--- src/rtl/mux_scan_sequencer_if.sv ---
// mux_scan_sequencer_if: control, mux-select and frame-report signals of the scan sequencer
interface mux_scan_sequencer_if;
  logic       start;
  logic       continuous;
  logic [3:0] enable_mask;
  logic       q;
  logic       select1;
  logic       select2;
  logic [3:0] sample;
  logic       valid;
  logic       busy;
  modport master (
    output start, continuous, enable_mask, q,
    input  select1, select2, sample, valid, busy
  );
  modport slave (
    input  start, continuous, enable_mask, q,
    output select1, select2, sample, valid, busy
  );
endinterface

--- src/rtl/mux_scan_sequencer.sv ---
// mux_scan_sequencer: steps a 4:1 mux through enabled channels, dwells, samples q and reports a 4-bit frame
module mux_scan_sequencer #(
  parameter int DWELL = 2,
  parameter int CNT_W = 4
) (
  input logic                  clk,
  input logic                  rst,
  mux_scan_sequencer_if.slave  bus
);
  typedef enum logic [1:0] {IDLE, SETTLE, DONE} state_t;
  state_t             r_state;
  logic [1:0]         r_sel;
  logic [3:0]         r_mask;
  logic [3:0]         r_acc;
  logic [3:0]         r_sample;
  logic               r_valid;
  logic               r_busy;
  logic [CNT_W-1:0]   r_cnt;
  logic [3:0]         w_above;
  logic [3:0]         w_acc;
  logic               w_last;
  function automatic logic [1:0] lowest(input logic [3:0] m);
    return m[0] ? 2'd0 : m[1] ? 2'd1 : m[2] ? 2'd2 : 2'd3;
  endfunction
  // enabled channels strictly above the one currently on the selects
  assign w_above = r_mask & (4'b1110 << r_sel);
  assign w_acc   = r_acc | (4'(bus.q) << r_sel);
  assign w_last  = r_cnt == CNT_W'(DWELL - 1);
  always_ff @(posedge clk) begin
    if (rst) begin
      r_state  <= IDLE;
      r_sel    <= '0;
      r_mask   <= '0;
      r_acc    <= '0;
      r_sample <= '0;
      r_valid  <= 1'b0;
      r_busy   <= 1'b0;
      r_cnt    <= '0;
    end else begin
      r_valid <= 1'b0;
      case (r_state)
        IDLE: if (bus.start && |bus.enable_mask) begin
          r_mask  <= bus.enable_mask;
          r_acc   <= '0;
          r_sel   <= lowest(bus.enable_mask);
          r_cnt   <= '0;
          r_busy  <= 1'b1;
          r_state <= SETTLE;
        end
        SETTLE: if (!w_last) r_cnt <= r_cnt + CNT_W'(1);
        else begin
          r_acc <= w_acc;
          r_cnt <= '0;
          if (|w_above) r_sel <= lowest(w_above);
          else begin
            r_sample <= w_acc;
            r_valid  <= 1'b1;
            r_busy   <= 1'b0;
            r_state  <= DONE;
          end
        end
        DONE: if (bus.continuous) begin
          r_acc   <= '0;
          r_sel   <= lowest(r_mask);
          r_cnt   <= '0;
          r_busy  <= 1'b1;
          r_state <= SETTLE;
        end else begin
          r_sel   <= '0;
          r_state <= IDLE;
        end
        default: r_state <= IDLE;
      endcase
    end
  end
  assign bus.select1 = r_sel[1];
  assign bus.select2 = r_sel[0];
  assign bus.sample  = r_sample;
  assign bus.valid   = r_valid;
  assign bus.busy    = r_busy;
endmodule

--- src/flat_wrapper.sv ---
// flat-port wrapper written by rule: the top's interface ports become plain ports
module mux_scan_sequencer_flat 
#(
  parameter int DWELL = 2,
  parameter int CNT_W = 4
)
  (clk, rst, bus_start, bus_continuous, bus_enable_mask, bus_q, bus_select1, bus_select2, bus_sample, bus_valid, bus_busy);
  mux_scan_sequencer_if bus_i ();
  input logic clk;
  input logic rst;
  input wire logic [$bits(bus_i.start)-1:0] bus_start;
  input wire logic [$bits(bus_i.continuous)-1:0] bus_continuous;
  input wire logic [$bits(bus_i.enable_mask)-1:0] bus_enable_mask;
  input wire logic [$bits(bus_i.q)-1:0] bus_q;
  output wire logic [$bits(bus_i.select1)-1:0] bus_select1;
  output wire logic [$bits(bus_i.select2)-1:0] bus_select2;
  output wire logic [$bits(bus_i.sample)-1:0] bus_sample;
  output wire logic [$bits(bus_i.valid)-1:0] bus_valid;
  output wire logic [$bits(bus_i.busy)-1:0] bus_busy;
  assign bus_i.start = bus_start;
  assign bus_i.continuous = bus_continuous;
  assign bus_i.enable_mask = bus_enable_mask;
  assign bus_i.q = bus_q;
  assign bus_select1 = bus_i.select1;
  assign bus_select2 = bus_i.select2;
  assign bus_sample = bus_i.sample;
  assign bus_valid = bus_i.valid;
  assign bus_busy = bus_i.busy;
  mux_scan_sequencer #(.DWELL(DWELL), .CNT_W(CNT_W)) u_core (.clk(clk), .rst(rst), .bus(bus_i));
endmodule
--- config.mk ---
export PLATFORM = sky130hd
export DESIGN_NAME = mux_scan_sequencer_flat
export DESIGN_NICKNAME = d
export VERILOG_FILES = /design/src/rtl/mux_scan_sequencer_if.sv /design/src/rtl/mux_scan_sequencer.sv /design/src/flat_wrapper.sv
export SDC_FILE = /design/constraint.sdc
export NUM_CORES = 1
export LEC_CHECK = 0
export ABC_AREA = 1
export CAP_MARGIN = 40
export CORE_MARGIN = 2
export CORE_UTILIZATION = 48
export DETAILED_ROUTE_END_ITERATION = 10
export GPL_TIMING_DRIVEN = 0
export PLACE_DENSITY_LB_ADDON = 0.08
export SYNTH_ARGS = -nofsm -noshare
export SYNTH_HDL_FRONTEND = slang
export SYNTH_SLANG_ARGS = --single-unit
export TNS_END_PERCENT = 100
--- constraint.sdc ---
create_clock -name clk -period 1.21 [get_ports clk]
set_input_delay 0.242 -clock clk [delete_from_list [all_inputs] [get_ports clk]]
set_output_delay 0.242 -clock clk [all_outputs]
set_load 0.05 [all_outputs]
==> qor.log, run 1 <==
[timing] Pins Over Slew Limit 0
[cts] number of buffers added by the clock tree synthesis step 3
[yosys] average cell area after synthesis 7.10 sq um
[worst_setup_path] crit path kind input pin to flop
[timing] headroom to the max-slew limit 0.758
[yosys] number of register bits inferred by synthesis 22
[timing] count of endpoints failing hold in the final timing report 0
[route] DRC 0
[floorplan] core outline area 0.00252 sq mm
[final_layout] Reg area 455 sq um
[floorplan] DIE HEIGHT 55.9 um
[global_routing] wire length of the first global-routing pass 5330 um
[power_and_ir_drop] leakage power of the design 0.826 nW
[floorplan] die width 55.9 um
[worst_setup_path] CP arrival 1.52 ns
[worst_setup_path] required arrival time at the worst endpoint 1.44 ns
[floorplan] initial core utilization 0.512
[global_routing] total global routing overflow 0
[run_status] violations in the final reports setup timing
[yosys] Distinct cells, synth 24
[final_layout] relative area change from synthesis to final layout 38.8%
[place] final RePlAce weighted congestion 0.800
[timing] highest clock rate 0.772 GHz
[timing] PnR worst setup slack -0.0847 ns
[run_status] run status finished, violations left
[global_routing] maximum number of pins on one net before global-route repair 14
[yosys] cell count after synthesis 182
[yosys] cell area after technology mapping 0.00129 sq mm
[cts] clock tree from TritonCTS built
[cts] total number of clock tree sinks 22
[global_routing] via count of the first global-routing pass 1171
[route] DR iter-0 viols 29
[route] DRT Pass-1 Iters 4
[place] Detailed Place HPWL 2010 um
[final_layout] fraction of final layout cells with drive strength greater than 1 0.357
[power_and_ir_drop] maximum vdd ir drop 1.42 mV
[cts] clock slew seen by the registers of the worst setup and hold paths 0.14 ns
[timing] share of the clock period used by the worst path after layout 1.07
[route] antenna-violating nets left 0
[floorplan] total number of placement rows 18
[final_layout] fin util 0.711
[timing] final sum of negative setup slack -0.724 ns
[place] number of port buffers 16
[yosys] Primary FF master, synth dfxtp_1
[yosys] Synth Net Count 198
[yosys] asr flop ratio synth 0
[timing] Worst-Margin Slew 0.360 ns
[timing] Finish-stage setup viols 17
[cts] clock insertion delay at the later pin of the skew report 0.31 ns
[worst_setup_path] kind of start point of the critical path input pin
[yosys] share of synthesized area occupied by flip-flops and latches 0.341
[floorplan] DIE AREA 0.00312 sq mm
[route] wire length per cell 13.0 um
[flow_run] total of max-cap violations 0
[worst_setup_path] setup slack of the most critical reg-to-reg path -0.08 ns
[timing] Fin Clk Skew 0.0150 ns
[worst_setup_path] critical-path maximum fanout 7
[global_routing] antenna violations before repair 0
[cts] cell chosen for the clock root clkbuf_4
[hold_path] Hold WC Path Type input pin to flop
[yosys] synth warn 0
[cts] Bufs on Longest Clock Path 2
[route] overall via count from detail_route 1244
[yosys] number of synthesized flops with an enable pin 0
[final_layout] antenna diode count 0
[power_and_ir_drop] Power Density 2030 mW/mm^2
[worst_setup_path] critical path endpoint category flop
[final_layout] most used cells in the layout excluding fill and tap cells 35 x nand2_1, 24 x nor2_1, 18 x inv_1
[final_layout] multi-input gate area in the final layout 913 sq um
[final_layout] leading cell type in the layout, fill and taps excluded nand2_1
[cts] Clock H-tree levels 1
[final_layout] final net count 230
[timing] unrepaired setup endpoints after global routing true
[route] via density per instance 5.12
[global_routing] global-route usage over all layers 0.211
[floorplan] I/O pin count 17
[final_layout] filler cell count in the final layout 199
[timing] post-layout min period 1.29 ns
[route] total wirelength of the detailed-routed design 3150 um
==> cell usage after synthesis, types with 3 or more instances <==
library cell,count,area (sq um)
inv_2,3,11.3
o21ai_0,9,45.0
nand2_1,39,146
dfxtp_1,22,440
a21oi_1,14,70.1
nand2_2,4,25.0
nand3_1,11,55.1
nand2_4,4,45.0
inv_1,24,90.1
nor2_1,28,105
ha_1,7,87.6
==> worst max-delay path, stage by stage <==
cell and delay [ns]:
clkdlybuf4s50_1 0.49, nor2_1 0.06, nand2_1 0.11, nand2_2 0.11, nand2_8 0.12, nand2_4 0.07, nor2_4 0.14, nand2_1 0.07
nand2_1 0.07, nor2_2 0.04
==> layout make-up <==
class / instances / area share
inverter: 27 / 0.0635
multi-input combinational: 132 / 0.509
tap: 30 / 0.0209
buffer: 2 / 0.0126
timing repair buffer: 26 / 0.114
clock buffer: 4 / 0.0265
sequential: 22 / 0.254
==> state kept, by name, indices dropped and copies added (netlist names) <==
| register | count |
|---|---|
| u_core.bus.sample | 4 |
| u_core.r_mask | 4 |
| u_core.r_acc | 4 |
| u_core.r_cnt | 4 |
| u_core.bus.valid | 1 |
| u_core.bus.busy | 1 |
| u_core.r_state | 2 |
| u_core.r_sel | 2 |
==> power breakdown <==
part	leakage, nW	total (W)	internal, W	switching (W)
Sequential	0.183	0.00107	0.000917	0.000154
Combinational	0.617	0.00207	0.000772	0.00130
Clock	0.0261	0.000495	0.000252	0.000243
Total	0.826	0.00363	0.00194	0.00169
==> worst paths after layout <==
check / from / end / cells past startpoint
max reg2reg: u_core.r_state[1] / u_core.bus.busy / 8
max: bus_enable_mask[3] / u_core.r_sel[0] / 10
min reg2reg: u_core.bus.sample[0] / u_core.bus.sample[0] / 2
min: bus_enable_mask[2] / u_core.r_mask[2] / 3
==> metrics by stage <==
stage	cell area, sq um	power (W)	hold WS, ns	setup WS, ns	instances
final	1790	0.00363	0.337	-0.0847	243
after global routing	1790	0.00394	0.361	-0.162	243
after CTS	1710	0.00344	0.408	-0.0831	239
after detailed placement	1510	0.00269	0.454	-0.415	228
after global placement	1510	0.00265	0.449	-0.392	228
after floorplan	1320	0.00232	0.311	-0.0162	182
==> logic make-up after synthesis <==
family / synth area share
and+or+nand+nor: 0.384
buffers and inverters: 0.0910
AOI/OAI and AO/OA: 0.103
DFF: 0.341
adders and majority gates: 0.0678
xor gates and xnor gates: 0.0136
==> timing repair <==
item / CTS / global route
setup endpoints to repair: 29 / 24
cloned: 1 / 0
hold buffers: 0 / 0
resized for setup: 76 / 18
setup buffers: 6 / 4
pin swaps: 14 / 10
==> metal layers <==
metal | track usage | share of wire | vias to the layer above
met5 | 0 | 0 | -
li1 | - | - | 639
met1 | 0.287 | 0.46 | 580
met3 | 0.0256 | 0.029 | 6
met4 | 0.0646 | 0.016 | 0
met2 | 0.350 | 0.50 | 19
No activity file was read; power rests on OpenSTA's default activity.
==> run 2, diff against run 1 <==
--- a/config.mk
+++ b/config.mk
@@ -7,6 +7,7 @@
 export LEC_CHECK = 0
 export ABC_AREA = 1
 export CAP_MARGIN = 40
+export CORE_ASPECT_RATIO = 1.4
 export CORE_MARGIN = 2
 export CORE_UTILIZATION = 48
 export DETAILED_ROUTE_END_ITERATION = 10
@@ -15,4 +16,3 @@
 export SYNTH_ARGS = -nofsm -noshare
 export SYNTH_HDL_FRONTEND = slang
 export SYNTH_SLANG_ARGS = --single-unit
-export TNS_END_PERCENT = 100
==> run 2 against run 1 <==
The run still ends with setup timing left. Setup slack gained 0.017 ns. Global-route usage grew 0.39 points. Non-clock buffer count shrank 4. Sequential cell count is the same. Via count shrank 1.0%. Sequential power is essentially flat. Highest routed layer unchanged. Cell area shrank 0.35%. Utilization shrank 2.0 points. Combinational power is essentially flat. First-iteration DRC count shrank 66%. Routed wire length shrank 7.5%.
==> qor.log, run 2 (synthesized netlist as in run 1, its figures left out) <==
[run_status] run status finished, violations left
[run_status] violations in the final reports setup timing
[timing] highest clock rate 0.783 GHz [+1.3%]
[cts] clock insertion delay at the later pin of the skew report 0.32 ns [about the same]
[cts] clock slew seen by the registers of the worst setup and hold paths 0.12 ns [-0.02 ns]
[timing] Worst-Margin Slew 0.350 ns [-0.00990 ns]
[power_and_ir_drop] Power Density 1950 mW/mm^2 [-3.9%]
[worst_setup_path] kind of cell adding the most delay to the critical path flip-flops
[worst_setup_path] Slowest Stage Delay on Critical Path 0.39 ns [-0.10 ns]
[route] DRT Pass-1 Iters 6 [+2]
[hold_path] end point of the worst hold path u_core.bus.sample[3]
[worst_setup_path] Crit path depth 7 [-3]
[route] via density per instance 5.02 [-1.9%]
[cts] number of hold buffers added after cts 0 [unchanged]
[route] overall via count from detail_route 1231 [-1.0%]
[route] wire length per cell 11.9 um [-8.3%]
[worst_setup_path] length in cells of the worst reg-to-reg path 7 [-1]
[global_routing] global-route usage over all layers 0.215 [+0.00388]
[worst_setup_path] kind of start point of the critical path flop
[timing] share of the clock period used by the worst path after layout 1.06 [-0.0139]
[timing] PnR worst setup slack -0.0679 ns [+0.0168 ns]
[floorplan] DIE AREA 0.00313 sq mm [+0.19%]
[final_layout] fraction of final layout cells with drive strength greater than 1 0.378 [+0.0212]
[timing] headroom to the max-slew limit 0.764 [+0.00667]
[floorplan] core outline area 0.00259 sq mm [+2.6%]
[worst_setup_path] R2R Path End u_core.bus.busy
[floorplan] die width 47.9 um [-14%]
[global_routing] via count of the first global-routing pass 1166 [-0.43%]
[final_layout] Reg area 460 sq um [+1.1%]
[place] number of port buffers 16 [unchanged]
[worst_setup_path] startpoint of the most critical setup path u_core.r_state[1]
[timing] post-layout min period 1.28 ns [-0.0168 ns]
[timing] count of endpoints failing hold in the final timing report 0 [unchanged]
[worst_setup_path] CP arrival 1.50 ns [-0.02 ns]
[global_routing] antenna violations before repair 0 [unchanged]
[global_routing] total global routing overflow 0 [unchanged]
[cts] total number of clock tree sinks 22 [unchanged]
[power_and_ir_drop] total chip power 0.00348 W [-4.2%]
[flow_run] total of max-cap violations 0 [unchanged]
[final_layout] filler cell count in the final layout 219 [+10%]
[worst_setup_path] critical-path maximum fanout 6 [-1]
[cts] cell chosen for the clock root clkbuf_4
[worst_setup_path] buffers plus inverters on the worst setup path 2 [+1]
[cts] Bufs on Longest Clock Path 2 [unchanged]
[timing] Fin Clk Skew 0.00872 ns [-0.00625 ns]
[final_layout] relative area change from synthesis to final layout 38.3%
[place] final RePlAce weighted congestion 0.804 [+0.39%]
[worst_setup_path] setup slack of the most critical reg-to-reg path -0.07 ns [+0.02 ns]
[worst_setup_path] required arrival time at the worst endpoint 1.43 ns [about the same]
[route] DRC 0 [unchanged]
[global_routing] maximum number of pins on one net before global-route repair 13 [-1]
[timing] worst hold margin 0.296 ns [-0.0415 ns]
[worst_setup_path] worst r2r src u_core.r_state[1]
[worst_setup_path] sequence of cells on the critical path inv_4 -> ha_4 -> nand4_4 -> inv_2 -> nand2_4 -> o21ai_2 -> nor2_1
[worst_setup_path] crit path kind flop to flop
[floorplan] total number of placement rows 22 [+4]
[cts] number of buffers added by the clock tree synthesis step 3 [unchanged]
[timing] Finish-stage setup viols 10 [-7]
[final_layout] final net count 226 [-1.7%]
[cts] Clock H-tree levels 1 [unchanged]
[timing] unrepaired setup endpoints after global routing true
[floorplan] DIE HEIGHT 65.4 um [+17%]
[final_layout] fin util 0.691 [-0.0203]
[route] antenna-violating nets left 0 [unchanged]
[hold_path] Hold WC Path Type input pin to flop
[worst_setup_path] critical path endpoint category flop
[final_layout] most used cells in the layout excluding fill and tap cells 31 x nand2_1, 25 x nor2_1, 17 x inv_1
[worst_setup_path] Crit-path slowest cell dfxtp_4
[power_and_ir_drop] maximum vdd ir drop 1.11 mV [-22%]
[place] Detailed Place HPWL 1970 um [-2.3%]
[final_layout] antenna diode count 0 [unchanged]
[global_routing] wire length of the first global-routing pass 4930 um [-7.5%]
[final_layout] Finished Cell Area 0.00179 sq mm [-0.35%]
[final_layout] leading cell type in the layout, fill and taps excluded nand2_1
[final_layout] multi-input gate area in the final layout 937 sq um [+2.6%]
[floorplan] I/O pin count 17 [unchanged]
[hold_path] cell depth of the worst min-delay path 2 [-1]
[floorplan] initial core utilization 0.500 [-0.0129]
[power_and_ir_drop] leakage power of the design 0.792 nW [-4.2%]
[route] total wirelength of the detailed-routed design 2920 um [-7.5%]
[place] dpl cell area 0.00152 sq mm [+0.50%]
[timing] Pins Over Slew Limit 0 [unchanged]
[route] DR iter-0 viols 10 [-66%]
[hold_path] Worst Min Path Start rst
[cts] clock tree from TritonCTS built
==> run 2: cell types whose count changed in the layout (fill, tap and decap cells not counted), sizes merged <==
| cell | previous run | this run |
|---|---|---|
| inv | 26 | 27 |
| dlygate4sd2 | 2 | 3 |
| buf | 19 | 14 |
| clkdlybuf4s50 | 5 | 4 |
| clkinv | 1 | 0 |
| clkbuf | 5 | 6 |
==> run 2: metal layers <==
layer | track usage | routed length [um]
met1 | 0.276 | 1220
met2 | 0.353 | 1530
met3 | 0.0275 | 80
met4 | 0.0777 | 84
met5 | 0 | 0
==> run 2: layout make-up <==
type                       count  share of cell area
buffer                         1             0.00630
clock buffer                   4              0.0147
inverter                      27              0.0637
multi-input combinational    132               0.524
sequential                    22               0.258
tap                           36              0.0252
timing repair buffer          23               0.108
==> run 2: worst max-delay path by stage <==
| stage | to | slack, ns |
|---|---|---|
| 2_1_floorplan | u_core.bus.busy | -0.02 |
| 3_3_place_gp | u_core.r_acc[1] | -0.39 |
| 3_5_place_dp | u_core.r_acc[2] | -0.45 |
| 4_1_cts | u_core.bus.busy | -0.05 |
| 5_1_grt | u_core.r_sel[1] | -0.16 |
| 6_report | u_core.bus.busy | -0.07 |
==> run 2: metrics by stage <==
| stage | setup WS (ns) | setup TNS [ns] | cells |
|---|---|---|---|
| floorplan | -0.0162 | -0.0162 | 182 |
| global placement | -0.392 | -7.32 | 234 |
| detailed placement | -0.447 | -7.83 | 234 |
| CTS | -0.0483 | -0.278 | 243 |
| global route | -0.156 | -1.46 | 245 |
| finish | -0.0679 | -0.252 | 245 |
==> run 2: timing repair <==
item	in CTS	in global routing
gates resized for setup	79	27
endpoints found under the setup margin	29	21
gates cloned	1	0
pin swaps	19	19
buffers inserted	4	3
==> run 2: power by group <==
part / switching (W) / internal (W) / total (W)
clock network: 0.000232 / 0.000129 / 0.000361
logic: 0.00127 / 0.000772 / 0.00204
registers: 0.000151 / 0.000927 / 0.00108
